`src/rtl/maze_game_core.sv`:
```
`default_nettype none
// +--------------------------------------------------------------------------+
// | Module      : maze_game_core                                             |
// | Description : Maze-game engine. Loads a map from an external ROM, moves  |
// |               the player on debounced direction pulses, counts steps,    |
// |               detects win/timeout and scans a red/green LED matrix.      |
// | Revision    : 1.0 - initial release                                      |
// +--------------------------------------------------------------------------+
module maze_game_core #(
  parameter int GRID     = 8,
  parameter int MAPS     = 2,
  parameter int STEP_W   = 7,
  parameter int SCAN_DIV = 3,
  localparam int PW = $clog2(GRID),
  localparam int MW = $clog2(MAPS)
) (
  input  logic              clk,
  input  logic              rst,
  input  logic              start_p,
  input  logic              map_next_p,
  input  logic [3:0]        dir_p,
  input  logic              time_zero,
  output logic [MW-1:0]     map_sel,
  output logic [PW-1:0]     rom_row,
  input  logic [GRID-1:0]   rom_data,
  input  logic [2*PW-1:0]   rom_start,
  input  logic [2*PW-1:0]   rom_term,
  output logic [GRID-1:0]   row,
  output logic [GRID-1:0]   r_col,
  output logic [GRID-1:0]   g_col,
  output logic              suc,
  output logic              fail,
  output logic [STEP_W-1:0] step_cnt
);

  localparam int LW = PW + 1;
  localparam int DW = (SCAN_DIV > 1) ? $clog2(SCAN_DIV) : 1;

  localparam logic [PW-1:0] c_LAST     = PW'(GRID - 1);
  localparam logic [LW-1:0] c_LOAD_END = LW'(GRID);
  localparam logic [DW-1:0] c_DIV_LAST = DW'(SCAN_DIV - 1);
  localparam logic [MW-1:0] c_MAP_LAST = MW'(MAPS - 1);

  typedef enum logic [2:0] {
    S_IDLE = 3'd0,
    S_LOAD = 3'd1,
    S_PLAY = 3'd2,
    S_WIN  = 3'd3,
    S_LOSE = 3'd4
  } state_t;

  state_t              state_q, state_d;
  logic [MW-1:0]       map_sel_q, map_sel_d;
  logic [LW-1:0]       ld_cnt_q, ld_cnt_d;
  logic [PW-1:0]       pos_r_q, pos_r_d;
  logic [PW-1:0]       pos_c_q, pos_c_d;
  logic [STEP_W-1:0]   step_q, step_d;
  logic [DW-1:0]       div_q, div_d;
  logic [PW-1:0]       idx_q, idx_d;
  logic                suc_q, fail_q;
  logic [GRID-1:0]     row_q, r_col_q, g_col_q;
  logic [GRID-1:0]     row_d, r_col_d, g_col_d;
  logic [GRID-1:0]     map_q [GRID];

  logic                w_cap_en;
  logic [PW-1:0]       w_cap_idx;
  logic                w_mv_req, w_mv_edge, w_mv_ok;
  logic [PW-1:0]       w_tr, w_tc;
  logic                w_at_term;
  logic [GRID-1:0]     w_disp_row;

  // Row N of the ROM arrives one cycle after it was addressed, so the
  // capture lags the load counter by one.
  assign w_cap_en  = (state_q == S_LOAD) && (ld_cnt_q != '0);
  assign w_cap_idx = ld_cnt_q[PW-1:0] - 1'b1;
  assign w_at_term = (pos_r_q == rom_term[2*PW-1:PW]) && (pos_c_q == rom_term[PW-1:0]);

  assign map_sel  = map_sel_q;
  assign rom_row  = (ld_cnt_q != c_LOAD_END) ? ld_cnt_q[PW-1:0] : '0;
  assign row      = row_q;
  assign r_col    = r_col_q;
  assign g_col    = g_col_q;
  assign suc      = suc_q;
  assign fail     = fail_q;
  assign step_cnt = step_q;

  // Pick one requested direction (down>up>left>right) and judge the target.
  always_comb begin
    w_mv_req  = 1'b1;
    w_mv_edge = 1'b0;
    w_tr      = pos_r_q;
    w_tc      = pos_c_q;
    if (dir_p[0]) begin
      w_mv_edge = (pos_r_q == c_LAST);
      w_tr      = pos_r_q + 1'b1;
    end else if (dir_p[1]) begin
      w_mv_edge = (pos_r_q == '0);
      w_tr      = pos_r_q - 1'b1;
    end else if (dir_p[2]) begin
      w_mv_edge = (pos_c_q == '0);
      w_tc      = pos_c_q - 1'b1;
    end else if (dir_p[3]) begin
      w_mv_edge = (pos_c_q == c_LAST);
      w_tc      = pos_c_q + 1'b1;
    end else begin
      w_mv_req  = 1'b0;
    end
    w_mv_ok = w_mv_req && !w_mv_edge && !map_q[w_tr][w_tc];
  end

  // Game FSM next state, map selection, load counter, position and steps.
  always_comb begin
    state_d   = state_q;
    map_sel_d = map_sel_q;
    ld_cnt_d  = '0;
    pos_r_d   = pos_r_q;
    pos_c_d   = pos_c_q;
    step_d    = step_q;
    case (state_q)
      S_IDLE: begin
        if (map_next_p) begin
          map_sel_d = (map_sel_q == c_MAP_LAST) ? '0 : map_sel_q + 1'b1;
        end
        if (start_p) begin
          state_d = S_LOAD;
        end
      end
      S_LOAD: begin
        if (start_p) begin
          state_d = S_LOAD;
        end else if (ld_cnt_q == c_LOAD_END) begin
          state_d = S_PLAY;
          pos_r_d = rom_start[2*PW-1:PW];
          pos_c_d = rom_start[PW-1:0];
          step_d  = '0;
        end else begin
          ld_cnt_d = ld_cnt_q + 1'b1;
        end
      end
      S_PLAY: begin
        if (start_p) begin
          state_d = S_LOAD;
        end else if (time_zero) begin
          state_d = S_LOSE;
        end else if (w_at_term) begin
          state_d = S_WIN;
        end else if (w_mv_ok) begin
          pos_r_d = w_tr;
          pos_c_d = w_tc;
          step_d  = (&step_q) ? step_q : step_q + 1'b1;
        end
      end
      S_WIN, S_LOSE: begin
        if (start_p) begin
          state_d = S_LOAD;
        end
      end
      default: begin
        state_d = S_IDLE;
      end
    endcase
  end

  // Scan divider, row index and the next matrix drive pattern.
  always_comb begin
    div_d   = div_q + 1'b1;
    idx_d   = idx_q;
    r_col_d = '0;
    g_col_d = '0;
    if (div_q == c_DIV_LAST) begin
      div_d = '0;
      idx_d = (idx_q == c_LAST) ? '0 : idx_q + 1'b1;
    end
    row_d      = ~(GRID'(1) << idx_d);
    w_disp_row = (w_cap_en && (w_cap_idx == idx_d)) ? rom_data : map_q[idx_d];
    case (state_d)
      S_PLAY: begin
        r_col_d = w_disp_row;
        if (idx_d == pos_r_d) begin
          g_col_d = GRID'(1) << pos_c_d;
        end
      end
      S_WIN:   g_col_d = '1;
      S_LOSE:  r_col_d = '1;
      default: begin
        r_col_d = '0;
        g_col_d = '0;
      end
    endcase
  end

  // Register state, counters, position and all matrix/status outputs.
  always_ff @(posedge clk) begin
    if (rst) begin
      state_q   <= S_IDLE;
      map_sel_q <= '0;
      ld_cnt_q  <= '0;
      pos_r_q   <= '0;
      pos_c_q   <= '0;
      step_q    <= '0;
      div_q     <= '0;
      idx_q     <= '0;
      suc_q     <= 1'b0;
      fail_q    <= 1'b0;
      row_q     <= '1;
      r_col_q   <= '0;
      g_col_q   <= '0;
    end else begin
      state_q   <= state_d;
      map_sel_q <= map_sel_d;
      ld_cnt_q  <= ld_cnt_d;
      pos_r_q   <= pos_r_d;
      pos_c_q   <= pos_c_d;
      step_q    <= step_d;
      div_q     <= div_d;
      idx_q     <= idx_d;
      suc_q     <= (state_d == S_WIN);
      fail_q    <= (state_d == S_LOSE);
      row_q     <= row_d;
      r_col_q   <= r_col_d;
      g_col_q   <= g_col_d;
    end
  end

  // Map RAM filled row by row while loading.
  always_ff @(posedge clk) begin
    if (w_cap_en) begin
      map_q[w_cap_idx] <= rom_data;
    end
  end

endmodule
`default_nettype wire

```
`config.mk`:
```
export PLATFORM = sky130hd
export DESIGN_NAME = maze_game_core
export DESIGN_NICKNAME = d
export VERILOG_FILES = /design/src/rtl/maze_game_core.sv
export SDC_FILE = /design/constraint.sdc
export NUM_CORES = 1
export LEC_CHECK = 0
export BUFFER_PORTS_ARGS = -buffer_cell sky130_fd_sc_hd__buf_2
export CAP_MARGIN = 0
export CORE_ASPECT_RATIO = 0.5
export CORE_MARGIN = 4
export CORE_UTILIZATION = 53
export CTS_BUF_LIST = sky130_fd_sc_hd__clkbuf_16
export CTS_CLUSTER_DIAMETER = 120
export DETAILED_ROUTE_END_ITERATION = 7
export PLACE_DENSITY = 0.76
export SETUP_SLACK_MARGIN = 0.15
export SLEW_MARGIN = 20
export SYNTH_ARGS = -nofsm -noshare
export SYNTH_HDL_FRONTEND = slang
export SYNTH_SLANG_ARGS = --single-unit
```
`constraint.sdc`:
```
create_clock -name clk -period 3.91 [get_ports clk]
set_input_delay 0.782 -clock clk [delete_from_list [all_inputs] [get_ports clk]]
set_output_delay 0.782 -clock clk [all_outputs]
set_load 0.02 [all_outputs]
```
## Word-level counts from Yosys, hierarchy flattened

Memory sizes are Yosys's and may differ from the RTL's.
Index checks and enable logic that the tools add are counted.

- Bitwise gates (word level): 2
- Multiply operators: 0
- Shift operators: 2
- Divide/modulo/power cells: 0
- Add/sub/neg operators: 10
- Equal/unequal tests: 24
- Magnitude comparators: 1
- Reduce and logical (&&, ||, !) cells: 18
- Mux-type cells: 55

Operator list:

| kind | count |
|---|---|
| $mux 3 | 27 |
| $mux 7 | 7 |
| $pmux 8 s2 | 2 |
| $mux 8 | 2 |
| $shl 1x3->8 const A | 2 |
| $eq 3x3->1 const B | 5 |
| $pmux 7 s2 | 1 |
| $eq 3x2->1 const B | 4 |
| $eq 3x3->1 | 4 |
| $mux 1 | 12 |
| $ne 2x2->1 const B | 6 |
| $pmux 3 s2 | 2 |
| $add 3x1->3 const B | 3 |
| $logic_not 3->1 | 3 |
| $pmux 3 s3 | 1 |
| $sub 3x1->3 const B | 3 |
| $not 8->8 | 1 |
| $reduce_and 8->1 | 1 |
| $add 7x1->7 const B | 1 |
| $reduce_and 7->1 | 1 |
| $logic_and 1x1->1 | 5 |
| $add 4x1->4 const B | 1 |
| $eq 4x4->1 const B | 1 |
| $lt 3x4->1 const B | 1 |
| other kinds (15) | 16 |

- Bits in writable memories: 64
- Memories: 1
- Input bits: 29
- Bits in registers: 52
- Bits in read-only memories: 0
- Output and inout port bits: 37
- Bits in latches: 0
- Word-level logic and storage cells: 126

Memories:

| name | depth | width | read ports | clocked after memory_dff | wr ports | line | source |
|---|---|---|---|---|---|---|---|
| map_q | 8 | 8 | 2 | 0 | 1 | 63 | `logic [GRID-1:0] map_q [GRID];` |

## Depth between registers and ports, before layout

Gate-level depths: netlist (run 1).

- Depth after elaboration: 17
- Mapped depth: 15
- Gate-level depth less buffers: 13

## Least setup slack after synthesis (run 1)

OpenSTA, ideal clock, no wires.

- Kind: in2reg
- From: input dir_p[0]
- To: register g_col_q[0] (netlist: g_col[0])
- Arrival: 4.107 ns
- Setup time: 0.087 ns
- Buffers on the path: 3
- Stages on the path: 14
- Setup slack: -0.284 ns
- Required time: 3.823 ns
- Cells stage by stage: buf_2 -> or3_1 -> nand2_1 -> clkbuf_1 -> buf_2 -> mux2i_1 -> a221oi_1 -> nor4_1 -> a2bb2oi_4 -> nand4_4 -> and3_1 -> o21a_1 -> a2111o_1 -> o31ai_1

- Word-level cells in the longest chain between the ends: 14
- Elaborated cells on any way between the ends: 25
- Classes of those cells: eq/ne: 1; shift: 1; mux: 18; reduce/logical: 4; memory: 1

RTL lines:

| element | line | source |
|---|---|---|
| start, declared | 21 | `input logic [3:0] dir_p,` |
| $mux 3 | 93 | `if (dir_p[0]) begin` |
| $mem_v2 8x8 | - |  |
| $bmux 1 s3 | 108 | `w_mv_ok = w_mv_req && !w_mv_edge && !map_q[w_tr][w_tc];` |
| $mux 1 (implied by the code) | 108 |  |
| $logic_not 1->1 | 108 |  |
| $logic_and 1x1->1 | 108 |  |
| $mux 3 | 147 | `end else if (w_mv_ok) begin` |
| $mux 3 | 145 | `end else if (w_at_term) begin` |
| $mux 3 | 143 | `end else if (time_zero) begin` |
| $mux 3 | 141 | `if (start_p) begin` |
| $pmux 3 s2 | 119 | `case (state_q)` |
| $eq 3x3->1 or $shl 1x3->8 (tied branches) | 179, 180 |  |
| $mux 8 * | 179 | `if (idx_d == pos_r_d) begin` |
| $pmux 8 s2 * | 176 | `case (state_d)` |
| end signal, assigned | 221 | `g_col_q <= g_col_d;` |
| end, declared | 61 | `logic [GRID-1:0] row_q, r_col_q, g_col_q;` |

Every way passes the cells marked *; elsewhere a longest branch is shown, timed or not. The select of a mux whose other input is x is not followed.
A chain may end at the register's enable or synchronous reset.

## Worst setup path after layout (run 1)

- From: register pos_r_q[0]
- To: register g_col_q[6] (netlist: g_col[6])

- Word-level cells in the longest chain between the ends: 16
- Elaborated cells on any way between the ends: 39
- Classes of those cells: add/sub: 2; eq/ne: 5; shift: 1; mux: 24; reduce/logical: 6; memory: 1

RTL lines:

| element | line | source |
|---|---|---|
| start, declared | 55 | `logic [PW-1:0] pos_r_q, pos_r_d;` |
| start signal, assigned | 212 | `pos_r_q <= pos_r_d;` |
| $sub 3x1->3 | 98 | `w_tr = pos_r_q - 1'b1;` |
| $mux 3 | 96 | `end else if (dir_p[1]) begin` |
| $mux 3 | 93 |  |
| $mem_v2 8x8 | - |  |
| $bmux 1 s3 | 108 |  |
| $mux 1 (implied by the code) | 108 |  |
| $logic_not 1->1 | 108 |  |
| $logic_and 1x1->1 | 108 |  |
| $mux 3 | 147 |  |
| $mux 3 | 145 |  |
| $mux 3 | 143 |  |
| $mux 3 | 141 |  |
| $pmux 3 s2 | 119 |  |
| $eq 3x3->1 or $shl 1x3->8 (tied branches) | 179, 180 |  |
| $mux 8 | 179 |  |
| $pmux 8 s2 * | 176 |  |

Marked as above.

==> flow_metrics.env, run 1 <==
export IMPL_outcome="finished, final reports clean"
export IMPL_insertion_delay_ps=420
export IMPL_r2r_end="g_col[6]"
export IMPL_rows=26
export IMPL_syn_inst=593
export IMPL_routed_wl_mm=17.38
export IMPL_cts_hold_buf=0
export IMPL_portBuffers=65
export IMPL_insertedDiodeCount=0
export IMPL_maxClockFrequency_mhz=257.0
export IMPL_setup_violations=0
export IMPL_layout_commonest_cell="nand2_1"
export IMPL_synthesis_area_um2=5819
export IMPL_timing_final_crit_share_pct=99.50
export IMPL_postSynthAreaPerCell_um2=9.813
export IMPL_post_drt_wl_per_cell_um=20.30
export IMPL_die_area_um2=12820
export IMPL_maxCapViolations=0
export IMPL_clock_sinks=116
export IMPL_path_clk_slew_ps=60
export IMPL_peakVddDrop_uv=270.2
export IMPL_cts_htree_levels=4
export IMPL_numCtsBuffers=17
export IMPL_syn_num_nets=636
export IMPL_die_h_um=82.10
export IMPL_drt_iter0_drc=584
export IMPL_slew_viol_final=0
export IMPL_reg2reg_depth=14
export IMPL_synthToLayoutAreaGrowth_pct=31.00
export IMPL_dp_cells=816
export IMPL_synth_edf_count=64
export IMPL_critPathLaunchType="register"
export IMPL_worstPathArrival_ps=4210
export IMPL_crit_type="register to register"
export IMPL_drt_met1_wl_mm=6.951
export IMPL_firstDrtPassIters=5
export IMPL_pwr_share_seq_pct=40.5
export IMPL_r2r_start="pos_r_q[0]"
export IMPL_wl_met3_mm=1.921
export IMPL_slew_headroom_pct=30.68
export IMPL_min_path_type="register to register"
export IMPL_via_per_inst=6.346
export IMPL_dr_total_vias=5432
export IMPL_antenna_found_initial=0
export IMPL_finalHoldViolCount=0
export IMPL_p_sw_uw=826.1
export IMPL_worstPathMaxFanout=8
export IMPL_hold_slack_ps=424.7
export IMPL_power_density_nw_per_um2=423.3
export IMPL_drive_gt1_share_pct=31.42
export IMPL_synth_seq_cells=116
export IMPL_grt_ovfl_total=0
export IMPL_final_cell_mix="nand2_1 (109), buf_2 (65), edfxtp_1 (64), buf_4 (55), dfxtp_1 (50)"
export IMPL_pwr_share_comb_pct=12.6
export IMPL_met2_length_mm=7.865
export IMPL_clockPowerShare_pct=46.9
export IMPL_root_buffer="clkbuf_16"
export IMPL_grt_setup_unrepaired="yes"
export IMPL_gp_congestion=0.8878
export IMPL_top_layer="met4"
export IMPL_hpwl_mm=10.71
export IMPL_stdcell_area_um2=7624
export IMPL_grt_first_pass_wirelength_mm=25.85
export IMPL_final_nets=746
export IMPL_fin_crit_ps=3891
export IMPL_die_x_um=156.2
export IMPL_yosysWarnings=0
export IMPL_clockBufferDepth=2
export IMPL_start_util_pct=55.73
export IMPL_rrSetupSlack_ps=20
export IMPL_grtUsageTotal_pct=26.56
export IMPL_fin_cells=856
export IMPL_drc=0
export IMPL_yosysSeqAreaShare_pct=50.91
export IMPL_synth_ff_type="edfxtp_1"
export IMPL_clock_skew_ps=8.491
export IMPL_power_internal_mw=2.401
export IMPL_holdPathStages=1
export IMPL_min_from="div_q[0]"
export IMPL_leakagePower_nw=3.024
export IMPL_min_to="div_q[0]"
export IMPL_cp_end_kind="register"
export IMPL_grt_pass1_vias=5023
export IMPL_critPathRequiredTime_ps=4230
export IMPL_ant_nets=0
export IMPL_ys_types=58
export IMPL_switching_share_pct=25.60
export IMPL_placed_area_um2=6676
export IMPL_ios=66
export IMPL_core_area_um2=10440
export IMPL_cts_tree="done"
export IMPL_grt_max_degree=37
export IMPL_worst_pin_slew_ps=1034
export IMPL_async_flop_share_pct=0
## power by group through the flow
stage                     Sequential, mW  Combinational [mW]  Clock (mW)
after global placement              1.33               0.343           0
final                               1.31               0.407        1.51
after CTS                           1.31               0.374        1.52
after floorplan                     1.34               0.221           0
after global routing                1.31               0.433        1.59
after detailed placement            1.33               0.351           0
## worst max path at each step
stage | startpoint | endpoint | cells past startpoint
CTS | pos_r_q[0] | g_col[1] | 15
detailed placement | dir_p[1] | g_col[0] | 14
global placement | dir_p[1] | g_col[0] | 14
global route | dir_p[0] | g_col[3] | 16
floorplan | dir_p[1] | g_col[2] | 14
finish | pos_r_q[0] | g_col[6] | 14
## metrics by stage
step	utilization [%]	setup TNS, ps	power [mW]	setup slack (ps)
after floorplan	-	-1093	1.559	-136.6
after global placement	63.93	-2779	1.677	-333.4
after detailed placement	63.93	-4117	1.685	-491.1
after CTS	71.28	0	3.205	97.79
after global routing	73.01	-205.9	3.329	-62.51
final	73.01	0	3.227	19.38
## area by class of cell
type	instances	area [um2]
clock inverters	15	152.6
inverters	17	66.31
clock buffers	17	425.4
well taps	140	175.2
multi-input cells	422	2957
flip-flops and latches	116	2970
repair buffers	129	877.1
fillers	686	2819
## kinds of logic (layout without fill, tap and decap cells)
family                     after synthesis  in the layout  synth area share (%)
and+or+nand+nor                        266            266                 22.19
DFF                                    116            116                 50.91
AOI/OAI and AO/OA                      110            110                 14.79
buffers and inverters                   55            178                 3.935
xor gates and xnor gates                18             18                 2.709
adders and majority gates               14             14                 3.010
muxes                                   14             14                 2.451
## cells in the mapped netlist (4+ instances only)
master,count,area (um2)
nand2_1,110,412.9
edfxtp_1,64,1922
dfxtp_1,52,1041
nand3_1,33,165.2
nor2_1,32,120.1
a311oi_1,27,236.5
clkbuf_1,27,101.4
and3_1,26,162.7
inv_1,17,63.81
o31ai_1,17,127.6
nor3_1,15,75.07
ha_1,14,175.2
nor2b_1,13,81.33
a21oi_1,12,60.06
mux2i_1,12,120.1
a221oi_1,11,96.34
xor2_1,10,87.58
o21ai_0,9,45.04
a211oi_1,8,60.06
xnor2_1,8,70.07
buf_2,6,30.03
nor4_1,6,37.54
nand2b_1,5,31.28
a31oi_1,4,25.02
nand3b_1,4,30.03
nand4_1,4,25.02
## state kept, by name, indices dropped and copies added, names as in the netlist
signal    count
map_q        64
g_col         8
r_col         8
row           8
step_cnt      7
ld_cnt_q      4
idx_q         3
pos_c_q       3
pos_r_q       3
state_q       3
div_q         2
fail          1
map_sel       1
suc           1
## layer usage
metal	global-route usage, %	vias to the layer above
met5	0	-
met4	13.16	0
met3	7.080	78
met2	43.09	369
met1	33.55	2571
li1	-	2414
## worst max-delay path, cell delays in order (launching register included)
cell,delay (ps)
dfxtp_4,370
ha_4,170
ha_4,230
a221o_2,390
buf_6,150
buf_16,130
a211oi_2,140
a311oi_1,70
or4_4,560
a2bb2oi_4,200
nand4_4,190
a2bb2oi_2,200
a21o_1,160
a2111o_2,560
o31ai_2,260
## what timing repair did
| action | 4_1_cts | 5_1_grt |
|---|---|---|
| gates resized for setup | 29 | 35 |
| cloned | 1 | 0 |
| endpoints found under the setup margin | 8 | 9 |
| pin swaps | 13 | 14 |
| buffers inserted | 4 | 3 |
No activity file was read; power rests on OpenSTA's default activity.
==> inputs of run 2 (changes only) <==
Settings changed: BUFFER_PORTS_ARGS -buffer_cell sky130_fd_sc_hd__buf_2 to default, CORE_UTILIZATION 53 to 57, DONT_BUFFER_PORTS from default to 1, MAX_ROUTING_LAYER from default to met4, PLACE_DENSITY 0.76 to 0.75, SKIP_LAST_GASP from default to 1.
==> run 2 against run 1 <==
Effect of this change: design area down 5.7%; clock power increased by 7%; first-iteration DRC count fell by 12%; via count down 8.6%; critical path depth shrank 1; non-clock buffer count decreased by 80; sequential power about the same; cell count fell by 9.9%; critical path type unchanged; critical endpoint is now g_col[3].
==> flow_metrics.env, run 2 (synthesis results as in run 1) <==
export IMPL_finalWorstSetupSlack_ps=167.2
export IMPL_crit_top_cell="ha_4"
export IMPL_totalPowerFinal_mw=3.271
export IMPL_cpMaxStageDelayCell="or4_4"
export IMPL_crit_start="pos_r_q[0]"
export IMPL_crit_type="register to register"
export IMPL_final_cell_mix="nand2_1 (109), edfxtp_1 (64), dfxtp_1 (50), buf_4 (44), nand3_1 (33)"
export IMPL_dpl_worst_slack_ps=-268.6
export IMPL_ios=66
export IMPL_numCtsBuffers=17
export IMPL_fin_setup_tns_ps=0
export IMPL_insertion_delay_ps=420
export IMPL_grt_setup_unrepaired="yes"
export IMPL_die_area_um2=11990
export IMPL_worstPathArrival_ps=4070
export IMPL_setup_violations=0
export IMPL_grt_ovfl_total=0
export IMPL_min_from="div_q[0]"
export IMPL_core_area_um2=9697
export IMPL_slew_viol_final=0
export IMPL_layout_commonest_cell="nand2_1"
export IMPL_slew_headroom_pct=27.48
export IMPL_critPathLaunchType="register"
export IMPL_ant_nets=0
export IMPL_root_buffer="clkbuf_16"
export IMPL_post_drt_wl_per_cell_um=20.79
export IMPL_grt_max_degree=37
export IMPL_regMostFlops="map_q"
export IMPL_grt_first_pass_wirelength_mm=24.66
export IMPL_cts_htree_levels=4
export IMPL_r2r_start="pos_r_q[0]"
export IMPL_fin_cells=771
export IMPL_grt_pass1_vias=4654
export IMPL_finalCoreUtilization_pct=74.13
export IMPL_cts_tree="done"
export IMPL_cts_hold_buf=0
export IMPL_path_clk_slew_ps=60
export IMPL_finalHoldViolCount=0
export IMPL_dp_cells=733
export IMPL_clock_skew_ps=7.731
export IMPL_path_cells="ha_4 > ha_4 > a221o_2 > buf_12 > a211oi_4 > a311oi_1 > or4_4 > a2bb2oi_4 > nand4_4 > a2bb2oi_2 > a21o_1 > a2111o_1 > o31ai_1"
export IMPL_die_h_um=79.45
export IMPL_cp_slowest_stage_delay_ps=560
export IMPL_worst_pin_slew_ps=1084
export IMPL_fin_crit_ps=3743
export IMPL_clockBufferDepth=2
export IMPL_synthToLayoutAreaGrowth_pct=23.52
export IMPL_rrSetupSlack_ps=170
export IMPL_die_x_um=150.9
export IMPL_maxClockFrequency_mhz=267.2
export IMPL_drt_iter0_drc=514
export IMPL_critPathRequiredTime_ps=4240
export IMPL_start_util_pct=60.01
export IMPL_via_per_inst=6.441
export IMPL_outcome="finished, final reports clean"
export IMPL_gp_congestion=0.9104
export IMPL_hpwl_mm=10.09
export IMPL_firstDrtPassIters=5
export IMPL_insertedDiodeCount=0
export IMPL_final_nets=666
export IMPL_largest_register_ffs=64
export IMPL_portBuffers=0
export IMPL_min_path_type="register to register"
export IMPL_clock_sinks=116
export IMPL_peakVddDrop_uv=329.7
export IMPL_leakagePower_nw=2.663
export IMPL_worstPathMaxFanout=8
export IMPL_grtUsageTotal_pct=27.84
export IMPL_timing_final_crit_share_pct=95.72
export IMPL_rows=25
export IMPL_routed_wl_mm=16.03
export IMPL_maxCapViolations=0
export IMPL_dr_total_vias=4966
export IMPL_power_density_nw_per_um2=455.1
export IMPL_path_buf_inv=1
export IMPL_cp_end_kind="register"
export IMPL_drive_gt1_share_pct=20.75
export IMPL_antenna_found_initial=0
export IMPL_drc=0
export IMPL_critical_path_top_delay_family="compound AO/OA/AOI/OAI gates"
[run 2: worst reg2reg max path, delay by kind of cell (launching register included)]
family / cells / cell delay (ps)
buffers and inverters: 1 / 170
adders and majority gates: 2 / 390
DFF: 1 / 360
and+or+nand+nor: 2 / 720
AOI/OAI and AO/OA: 8 / 2010
[run 2: final timing paths]
| path | end | cells past startpoint |
|---|---|---|
| setup / recovery | g_col[3] | 13 |
| hold / removal | div_q[0] | 1 |
| setup reg to reg | g_col[3] | 13 |
| hold reg to reg | div_q[0] | 1 |
[run 2: cell type report]
cell class	instances	area, um2
clock buffer	17	425.4
clock inverter	15	186.4
fill	621	2509
inverter	17	63.81
multi-input combinational	422	2918
sequential	116	2970
tap	135	168.9
timing repair buffer	49	455.4
[run 2: timing repair]
item | CTS | global route
gates resized for setup | 22 | 21
gates cloned | 2 | 1
pin swaps | 12 | 9
setup endpoints to repair | 8 | 10
buffers inserted | 2 | 1
[run 2: power breakdown]
part / internal, mW / switching, mW
clock: 1.06 / 0.556
sequential: 1.30 / 0.0184
combinational: 0.140 / 0.200
total: 2.50 / 0.775
[run 2: per-stage QoR]
stage          hold slack, ps  cell area (um2)
2_1_floorplan           401.3             5868
3_3_place_gp            406.3             6254
3_5_place_dp            418.1             6254
4_1_cts                 414.5             7049
5_1_grt                 413.5             7188
6_report                424.8             7188
[run 2: routing by layer]
| layer | vias to the layer above | wire length (um) | GRT usage [%] |
|---|---|---|---|
| li1 | 2251 | - | - |
| met1 | 2380 | 6507 | 35.53 |
| met2 | 300 | 7249 | 42.95 |
| met3 | 35 | 1994 | 9.472 |
| met4 | 0 | 279 | 7.414 |
| met5 | - | 0 | - |
